$ cat config.mk
export PLATFORM = sky130hd
export DESIGN_NAME = api_slave
export DESIGN_NICKNAME = d
export VERILOG_FILES = /design/src/rtl/api_slave.sv
export SDC_FILE = /design/constraint.sdc
export NUM_CORES = 1
export LEC_CHECK = 0
export BUFFER_PORTS_ARGS = -buffer_cell sky130_fd_sc_hd__buf_4
export CORE_MARGIN = 5
export CORE_UTILIZATION = 50
export CTS_CLUSTER_SIZE = 12
export DETAILED_ROUTE_END_ITERATION = 10
export PLACE_DENSITY = 0.82
export SYNTH_ARGS = -nofsm -noshare
export SYNTH_HDL_FRONTEND = slang
export SYNTH_SLANG_ARGS = --single-unit
$ cat constraint.sdc
create_clock -name clk -period 2 [get_ports clk]
set_input_delay 0.2 -clock clk [delete_from_list [all_inputs] [get_ports clk]]
set_output_delay 0.2 -clock clk [all_outputs]
set_load 0.005 [all_outputs]
$ cat src/rtl/api_slave.sv
// -----------------------------------------------------------------------------
// api_slave
//
// Chip-side responder for the api serial link (mode 0, MSB first).
// While load is low, mosi is deserialised into 32-bit work words and,
// at the same time, response words from a first-word-fall-through FIFO are
// serialised onto miso. load, sck and mosi are asynchronous to clk and are
// oversampled through SYNC_STAGES flops each.
//
// Ports:
//   clk          system clock, at least 4x the sck frequency
//   rst          synchronous, active-high reset
//   reg_word_num words per transaction (0 means 256), captured at select
//   load         active-low chip select from the master
//   sck          serial clock, idles low
//   mosi         serial data in, MSB first
//   miso         serial data out, MSB first
//   rx_vld       one-cycle pulse, rx_dat/rx_idx/rx_last are valid
//   rx_dat       received word
//   rx_idx       0-based index of the word inside the transaction
//   rx_last      set with rx_vld on the final word of the transaction
//   rx_abort     one-cycle pulse, load rose before the transaction completed
//   resp_empty   response FIFO empty
//   resp_rd_en   one-cycle FIFO pop, resp_dout is consumed in the same cycle
//   resp_dout    response FIFO head
//   busy         high whenever the FSM is not idle
// -----------------------------------------------------------------------------
module api_slave #(
   parameter int   SYNC_STAGES = 2,
   parameter int   RESP_LEN    = 4,
   parameter logic IDLE_MISO   = 1'b1
) (
   input  logic        clk,
   input  logic        rst,
   input  logic [7:0]  reg_word_num,
   input  logic        load,
   input  logic        sck,
   input  logic        mosi,
   output logic        miso,
   output logic        rx_vld,
   output logic [31:0] rx_dat,
   output logic [7:0]  rx_idx,
   output logic        rx_last,
   output logic        rx_abort,
   input  logic        resp_empty,
   output logic        resp_rd_en,
   input  logic [31:0] resp_dout,
   output logic        busy
);

   typedef enum logic [1:0] {
      IDLE,
      LOAD_TX,
      SHIFT,
      HOLD
   } state_t;

   localparam logic [8:0]  RESP_LEN_W = 9'(RESP_LEN);
   localparam logic [31:0] IDLE_WORD  = {32{IDLE_MISO}};

   state_t state, state_next;

   logic [SYNC_STAGES-1:0] load_sync;
   logic [SYNC_STAGES-1:0] sck_sync;
   logic [SYNC_STAGES-1:0] mosi_sync;
   logic                   load_prev;
   logic                   sck_prev;

   logic load_s;
   logic sck_s;
   logic mosi_s;
   logic load_fall;
   logic sck_rise;
   logic sck_fall;

   logic [31:0] rx_sr;
   logic [31:0] tx_sr;
   logic [4:0]  bit_cnt;
   logic [8:0]  word_cnt;
   logic [8:0]  word_num;

   logic have_resp;
   logic last_word;
   logic start;
   logic preload;
   logic shift_in;
   logic shift_out;
   logic word_done;
   logic abort;

   assign load_s    = load_sync[SYNC_STAGES-1];
   assign sck_s     = sck_sync[SYNC_STAGES-1];
   assign mosi_s    = mosi_sync[SYNC_STAGES-1];
   assign load_fall = load_prev & ~load_s;
   assign sck_rise  = sck_s & ~sck_prev;
   assign sck_fall  = ~sck_s & sck_prev;

   // word_cnt and word_num are 9 bits wide so that a programmed count of 0
   // can stand for a full 256-word transaction.
   assign have_resp = (word_cnt < RESP_LEN_W) && !resp_empty;
   assign last_word = ((word_cnt + 9'd1) == word_num);

   // Input synchronisers plus one extra sample of the last stage for edge
   // detection. The reset values make the link look deselected and idle.
   always_ff @(posedge clk) begin
      if (rst) begin
         load_sync <= '1;
         sck_sync  <= '0;
         mosi_sync <= '0;
         load_prev <= 1'b1;
         sck_prev  <= 1'b0;
      end else begin
         load_sync <= {load_sync[SYNC_STAGES-2:0], load};
         sck_sync  <= {sck_sync[SYNC_STAGES-2:0], sck};
         mosi_sync <= {mosi_sync[SYNC_STAGES-2:0], mosi};
         load_prev <= load_s;
         sck_prev  <= sck_s;
      end
   end

   // State register.
   always_ff @(posedge clk) begin
      if (rst) begin
         state <= IDLE;
      end else begin
         state <= state_next;
      end
   end

   // Next-state logic and one-cycle control strobes for the datapath.
   // A word that completes in the same cycle as load rising is still
   // delivered; only an incomplete transaction is then reported as aborted.
   // The final word goes to HOLD, which leaves without an abort.
   always_comb begin
      state_next = state;
      start      = 1'b0;
      preload    = 1'b0;
      resp_rd_en = 1'b0;
      shift_in   = 1'b0;
      shift_out  = 1'b0;
      word_done  = 1'b0;
      abort      = 1'b0;
      case (state)
         IDLE: begin
            if (load_fall) begin
               start      = 1'b1;
               state_next = LOAD_TX;
            end
         end
         LOAD_TX: begin
            if (load_s) begin
               abort      = 1'b1;
               state_next = IDLE;
            end else begin
               preload    = 1'b1;
               resp_rd_en = have_resp;
               state_next = SHIFT;
            end
         end
         SHIFT: begin
            if (sck_rise) begin
               shift_in = 1'b1;
               if (bit_cnt == 5'd31) begin
                  word_done = 1'b1;
               end
            end
            if (sck_fall && (bit_cnt != 5'd0)) begin
               shift_out = 1'b1;
            end
            if (word_done) begin
               if (last_word) begin
                  state_next = HOLD;
               end else if (load_s) begin
                  abort      = 1'b1;
                  state_next = IDLE;
               end else begin
                  state_next = LOAD_TX;
               end
            end else if (load_s) begin
               abort      = 1'b1;
               state_next = IDLE;
            end
         end
         HOLD: begin
            if (load_s) begin
               state_next = IDLE;
            end
         end
         default: begin
            state_next = IDLE;
         end
      endcase
   end

   // Shift registers, counters and registered receive outputs.
   // The bit_cnt!=0 guard on the tx shift keeps the fall that follows the
   // 32nd rise from pushing out the freshly preloaded MSB.
   always_ff @(posedge clk) begin
      if (rst) begin
         rx_sr    <= '0;
         tx_sr    <= IDLE_WORD;
         bit_cnt  <= '0;
         word_cnt <= '0;
         word_num <= '0;
         rx_vld   <= 1'b0;
         rx_dat   <= '0;
         rx_idx   <= '0;
         rx_last  <= 1'b0;
         rx_abort <= 1'b0;
      end else begin
         rx_vld   <= word_done;
         rx_abort <= abort;
         if (start) begin
            word_num <= {(reg_word_num == 8'd0), reg_word_num};
            word_cnt <= '0;
            bit_cnt  <= '0;
         end
         if (preload) begin
            tx_sr <= have_resp ? resp_dout : IDLE_WORD;
         end
         if (shift_out) begin
            tx_sr <= {tx_sr[30:0], IDLE_MISO};
         end
         if (shift_in) begin
            rx_sr   <= {rx_sr[30:0], mosi_s};
            bit_cnt <= bit_cnt + 5'd1;
         end
         if (word_done) begin
            rx_dat   <= {rx_sr[30:0], mosi_s};
            rx_idx   <= word_cnt[7:0];
            rx_last  <= last_word;
            word_cnt <= word_cnt + 9'd1;
         end
      end
   end

   assign miso = ((state == LOAD_TX) || (state == SHIFT)) ? tx_sr[31] : IDLE_MISO;
   assign busy = (state != IDLE);

endmodule

## Word-level counts from Yosys, hierarchy flattened

Index checks and enable logic that the tools add are counted.

- Register bits after elaboration: 139
- Bits of input ports: 46
- Output and inout bits: 46
- Logic and storage cells: 77

- Add/subtract/negate cells: 2
- $lt $le $gt $ge: 1
- Equality and inequality tests: 6
- Muxes and demuxes: 33
- Bitwise operators: 6
- Reductions and logical operators: 12

Operators by type and width:

| cell | count |
|---|---|
| $mux 32 | 3 |
| $mux 1 | 19 |
| $mux 9 | 2 |
| $mux 2 | 5 |
| $mux 5 | 2 |
| $add 9x1->9 const B | 1 |
| $eq 9x9->1 | 1 |
| $lt 9x3->1 const B | 1 |
| $logic_not 8->1 | 1 |
| $pmux 2 s4 | 1 |
| $reduce_bool 2->1 | 4 |
| $add 5x1->5 const B | 1 |
| $eq 5x5->1 const B | 1 |
| $reduce_bool 5->1 | 1 |
| $eq 2x2->1 const B | 2 |
| $and 1x1->1 | 3 |
| $not 1->1 | 3 |
| $eq 2x1->1 const B | 1 |
| $logic_and 1x1->1 | 2 |
| $logic_not 2->1 | 1 |
| $ne 2x2->1 const B | 1 |
| $pmux 1 s2 | 1 |
| $reduce_or 2->1 | 1 |
| $logic_not 1->1 | 1 |
| $logic_or 1x1->1 | 1 |

## Longest topological paths before layout

- Word-level depth: 6
- Mapped depth: 10
- Gate-level depth less buffers: 9

## Worst setup path after synthesis

OpenSTA, ideal clock, no wires.

- Path kind: register -> register
- From: register word_cnt[0]
- To: register rx_abort
- Setup time: 0.120 ns
- Arrival: 1.923 ns
- Required time: 1.880 ns
- Slack: -0.043 ns
- Cell stages (with the launch flop): 7
- Buffers on the path: 0
- Period minus slack after synthesis: 2.043 ns
- Cell sequence: dfxtp_1 > ha_1 > nand3_4 > or3_4 > a2111oi_4 > nand3_2 > o31a_1

- Cells in the longest elaborated chain, start to end: 5

RTL lines:

| what | line | source |
|---|---|---|
| from (decl) | 79 | `logic [8:0] word_cnt;` |
| from (signal assigned) | 232 | `word_cnt <= word_cnt + 9'd1;` |
| $add 9x1->9 | 101 | `assign last_word = ((word_cnt + 9'd1) == word_num);` |
| $eq 9x9->1 | 101 |  |
| $mux 1 | 171 | `if (last_word) begin` |
| $mux 1 | 170 | `if (word_done) begin` |
| $pmux 1 s2 | 143 | `case (state)` |
| to (signal assigned) | 212 | `rx_abort <= abort;` |
| to (decl) | 44 | `output logic rx_abort,` |

No other way between the ends.
A chain may end at the register's enable or synchronous reset.

## Worst setup path in the final report

- From: register word_cnt[2]
- To: register rx_last

- Cells in the longest elaborated chain, start to end: 2

RTL lines:

| what | line | source |
|---|---|---|
| $add 9x1->9 | 101 |  |
| $eq 9x9->1 | 101 |  |
| to (signal assigned) | 231 | `rx_last <= last_word;` |
| to (decl) | 43 | `output logic rx_last,` |

No other way between the ends.

==> out/results.tsv <==
stage	metric	value	unit
run_status	outcome	finished, violations left	
run_status	failing checks	negative setup slack	
setup_path	CP bufs+invs	3	
synth	Yosys warning total	0	
power_and_ir_drop	Sw Pwr	1.39	mW
power_and_ir_drop	Pwr Density	835	nW/um^2
synth	mux contribution to synthesized area	0	%
place	port bufs	91	
route	drt total wl	15500	um
clock_network	CTS tree	done	
place	dpl cells	888	
route	drt pass-1 iters	7	
hold_path	Hold EP	tx_sr[13]	
setup_path	crit path DAT	2640	ps
synth	Syn Std Cell Area	5570	sq um
die	die area	13300	sq um
synth	largest family of logic cells by synthesized area	simple AND/OR/NAND/NOR gates	
setup_path	WP data required	2410	ps
global_routing	vias in the first global route	5221	
synth	Post-Synthesis Cells	685	
hold_path	Hold Startpoint	resp_dout[13]	
clock_network	CTS root buffer	clkbuf_8	
power_and_ir_drop	sw frac	21.6	%
clock_network	htree depth	4	
setup_path	CP max FO	5	
synth	Avg Synthesized Cell Area	8.13	sq um
clock_network	register clock-pin slew on the reported worst setup and hold paths	60	ps
sta	Setup-failing EPs final	4	
route	vias	5433	
sta	PnR worst setup slack	-229	ps
setup_path	Critical Path, Cell by Cell	buf_6 -> buf_6 -> nand3_4 -> buf_4 -> or3_1 -> a311oi_1 -> o22ai_1 -> nand4_1 -> a21oi_1	
synth	compound-cell area share of the yosys netlist	20.4	%
setup_path	worst-case reg-to-reg path depth	9	
layout	Final #Nets	875	
synth	#FFs+latches synth	139	
synth	Cell variety after synth	48	
hold_path	worst hold path class	primary input to register	
setup_path	Crit. End Element	register	
layout	most frequent cells in the layout	nand2_1 (202), dfxtp_1 (131), buf_4 (116)	
route	post-route ant nets	0	
global_routing	gr ovfl total	0	
setup_path	Worst R2R End	rx_last	
sta	Slew headroom	71.1	%
power_and_ir_drop	P_leak	3.12	nW
setup_path	reg2reg start	word_cnt[2]	
setup_path	crit path launch type	register	
synth	Mapped Nets	739	
die	I/O Pins	92	
sta	measured slew at the worst slew-check pin	431	ps
route	DR vias/cell	5.58	
die	die height	116	um
die	Initial Util	51.1	%
layout	Multi-input gate area	2630	sq um
setup_path	Max stage delay cell, worst path	a311oi_1	
synth	Post-synth EDFFs	0	
hold_path	worst hold stages	3	
place	routability cong.	0.827	
layout	antenna diode count	0	
clock_network	insertion delay to the later sink of the worst-skew pair	540	ps
sta	fin crit period	2230	ps
global_routing	GRT Util Overall	22.7	%
clock_network	CTS max path bufs	2	
synth	Synth async-reset ratio	0	%
setup_path	most used cell, CP	buf_6	
sta	Final Max Tran Viols	0	
die	Die Wd	116	um
sta	Hold Slack	1.94	ps
layout	flip-flop and latch area	2800	sq um
synth	Synth Area in Adders	1.80	%
sta	final worst path period share	111	%
setup_path	worst reg2reg setup slack	-230	ps
setup_path	Max stage delay on crit path	460	ps
place	DP Worst Slack	11.3	ps
sta	clk_skew	8.23	ps
layout	Non-Filler Instances	973	
route	WL/cell	15.9	um
synth	Post-Synth XOR/XNOR Area	1.26	%
layout	# fillers	771	
synth	Post-synth top flop	dfxtp_1	
clock_network	clk sinks	139	
synth	simple-gate portion of the synthesized area	21.9	%
route	DRC Markers	0	
die	Core Region	10900	sq um
power_and_ir_drop	Int Power	5.05	mW
power_and_ir_drop	Clk pwr share	49.9	%
place	dpl hpwl	9010	um
global_routing	first-pass GRT wire length	24200	um
sta	fmax	449	MHz
power_and_ir_drop	Peak VDD IR	0.555	mV
flow_run	Max-Cap Viols	0	
layout	Area growth syn-to-layout	38.7	%
setup_path	delay-heaviest family, CP	compound AO/OA/AOI/OAI gates	
clock_network	CTS Buf Count	17	
power_and_ir_drop	sequential share of power	43.9	%
layout	most common cell after layout, fill and taps aside	nand2_1	
die	FP Rows	38	
synth	register area share after synthesis	50.0	%
sta	final-report hold violation count	0	
sta	RSZ-0062 raised after global routing	yes	
power_and_ir_drop	share of total power in combinational logic	6.2	%
layout	layout cell share with drive strength beyond 1	23.8	%
setup_path	Crit Path Class	register to register	
global_routing	initial antenna violation count	0	
global_routing	largest net degree at the start of global routing	78	
route	initial drt markers	424	
layout make-up:
| class | instances | area share (%) |
|---|---|---|
| sequential | 139 | 36.2 |
| multi-input combinational | 483 | 34.1 |
| timing repair buffer | 169 | 19.1 |
| clock buffer | 19 | 5.59 |
| tap | 140 | 2.27 |
| clock inverter | 12 | 2.22 |
| inverter | 11 | 0.535 |
Yosys cell counts (3+ instances only):
cell type	number	area (sq um)
a21oi_1	95	475
a31oi_1	3	18.8
buf_1	5	18.8
buf_2	8	40.0
buf_4	3	22.5
clkbuf_1	36	135
dfxtp_1	139	2780
ha_1	8	100
inv_1	10	37.5
nand2_1	203	762
nand3_1	8	40.0
nand3b_1	5	37.5
nor2_1	22	82.6
nor2b_1	7	43.8
nor3_1	7	35.0
o211ai_1	32	240
o21a_1	3	22.5
o21ai_0	10	50.1
o22ai_1	33	206
or2_2	7	43.8
xnor2_1	6	52.6
power by group through the flow:
| stage | clock [mW] | sequential, mW | combinational [mW] |
|---|---|---|---|
| final | 3.22 | 2.83 | 0.398 |
| after global routing | 3.38 | 2.84 | 0.432 |
| after floorplan | 0 | 2.88 | 0.176 |
| after CTS | 3.25 | 2.83 | 0.374 |
| after detailed placement | 0 | 2.89 | 0.305 |
| after global placement | 0 | 2.89 | 0.296 |
kinds of logic after synthesis:
family	after synthesis
simple gates	279
compound gates	188
flops	139
buf+inv	63
xor+xnor	8
fa+ha+maj	8
worst max path at each step:
stage	from	end	depth (start not counted)
2_1_floorplan	word_cnt[0]	rx_abort	6
3_3_place_gp	word_cnt[0]	rx_abort	6
3_5_place_dp	word_cnt[0]	rx_abort	6
4_1_cts	word_cnt[3]	resp_rd_en	5
5_1_grt	word_cnt[2]	rx_last	9
6_report	word_cnt[2]	rx_last	9
worst reg2reg max path, stage by stage (launching register included):
cell and delay [ps]:
dfxtp_2 360, buf_6 120, buf_6 110, nand3_4 80
buf_4 150, or3_1 370, a311oi_1 460, o22ai_1 220
nand4_1 170, a21oi_1 80
stage by stage:
step                      instance area (sq um)  util [%]  power [mW]  setup TNS [ps]
final                                      7720      70.9        6.45            -809
after global routing                       7720      70.9        6.65           -1350
after CTS                                  7540      69.2        6.45           -5.13
after detailed placement                   6470      59.4        3.20               0
after global placement                     6470      59.4        3.19               0
after floorplan                            5570         -        3.06               0
sequential cells by signal, indices dropped and copies added (netlist names):
name	count
rx_dat	32
tx_sr	32
rx_sr	31
word_cnt	9
word_num	9
rx_idx	8
bit_cnt	5
load_sync	2
mosi_sync	2
sck_sync	2
state	2
load_prev	1
rx_abort	1
rx_last	1
rx_vld	1
sck_prev	1
layer usage:
| layer | vias up | wire, um | GRT usage, % |
|---|---|---|---|
| li1 | 2619 | - | - |
| met1 | 2580 | 6230 | 26.9 |
| met2 | 196 | 7880 | 38.5 |
| met3 | 38 | 958 | 6.32 |
| met4 | 0 | 380 | 9.94 |
| met5 | - | 0 | 0 |
repair_timing:
action | CTS | global route
endpoints found under the hold margin | 42 | 0
pin swaps | 2 | 7
gates resized for setup | 11 | 27
gates cloned | 0 | 1
buffers inserted | 2 | 10
hold buffers | 41 | 0
endpoints found under the setup margin | 3 | 79
Note: power is estimated with default switching activity, not from simulation.
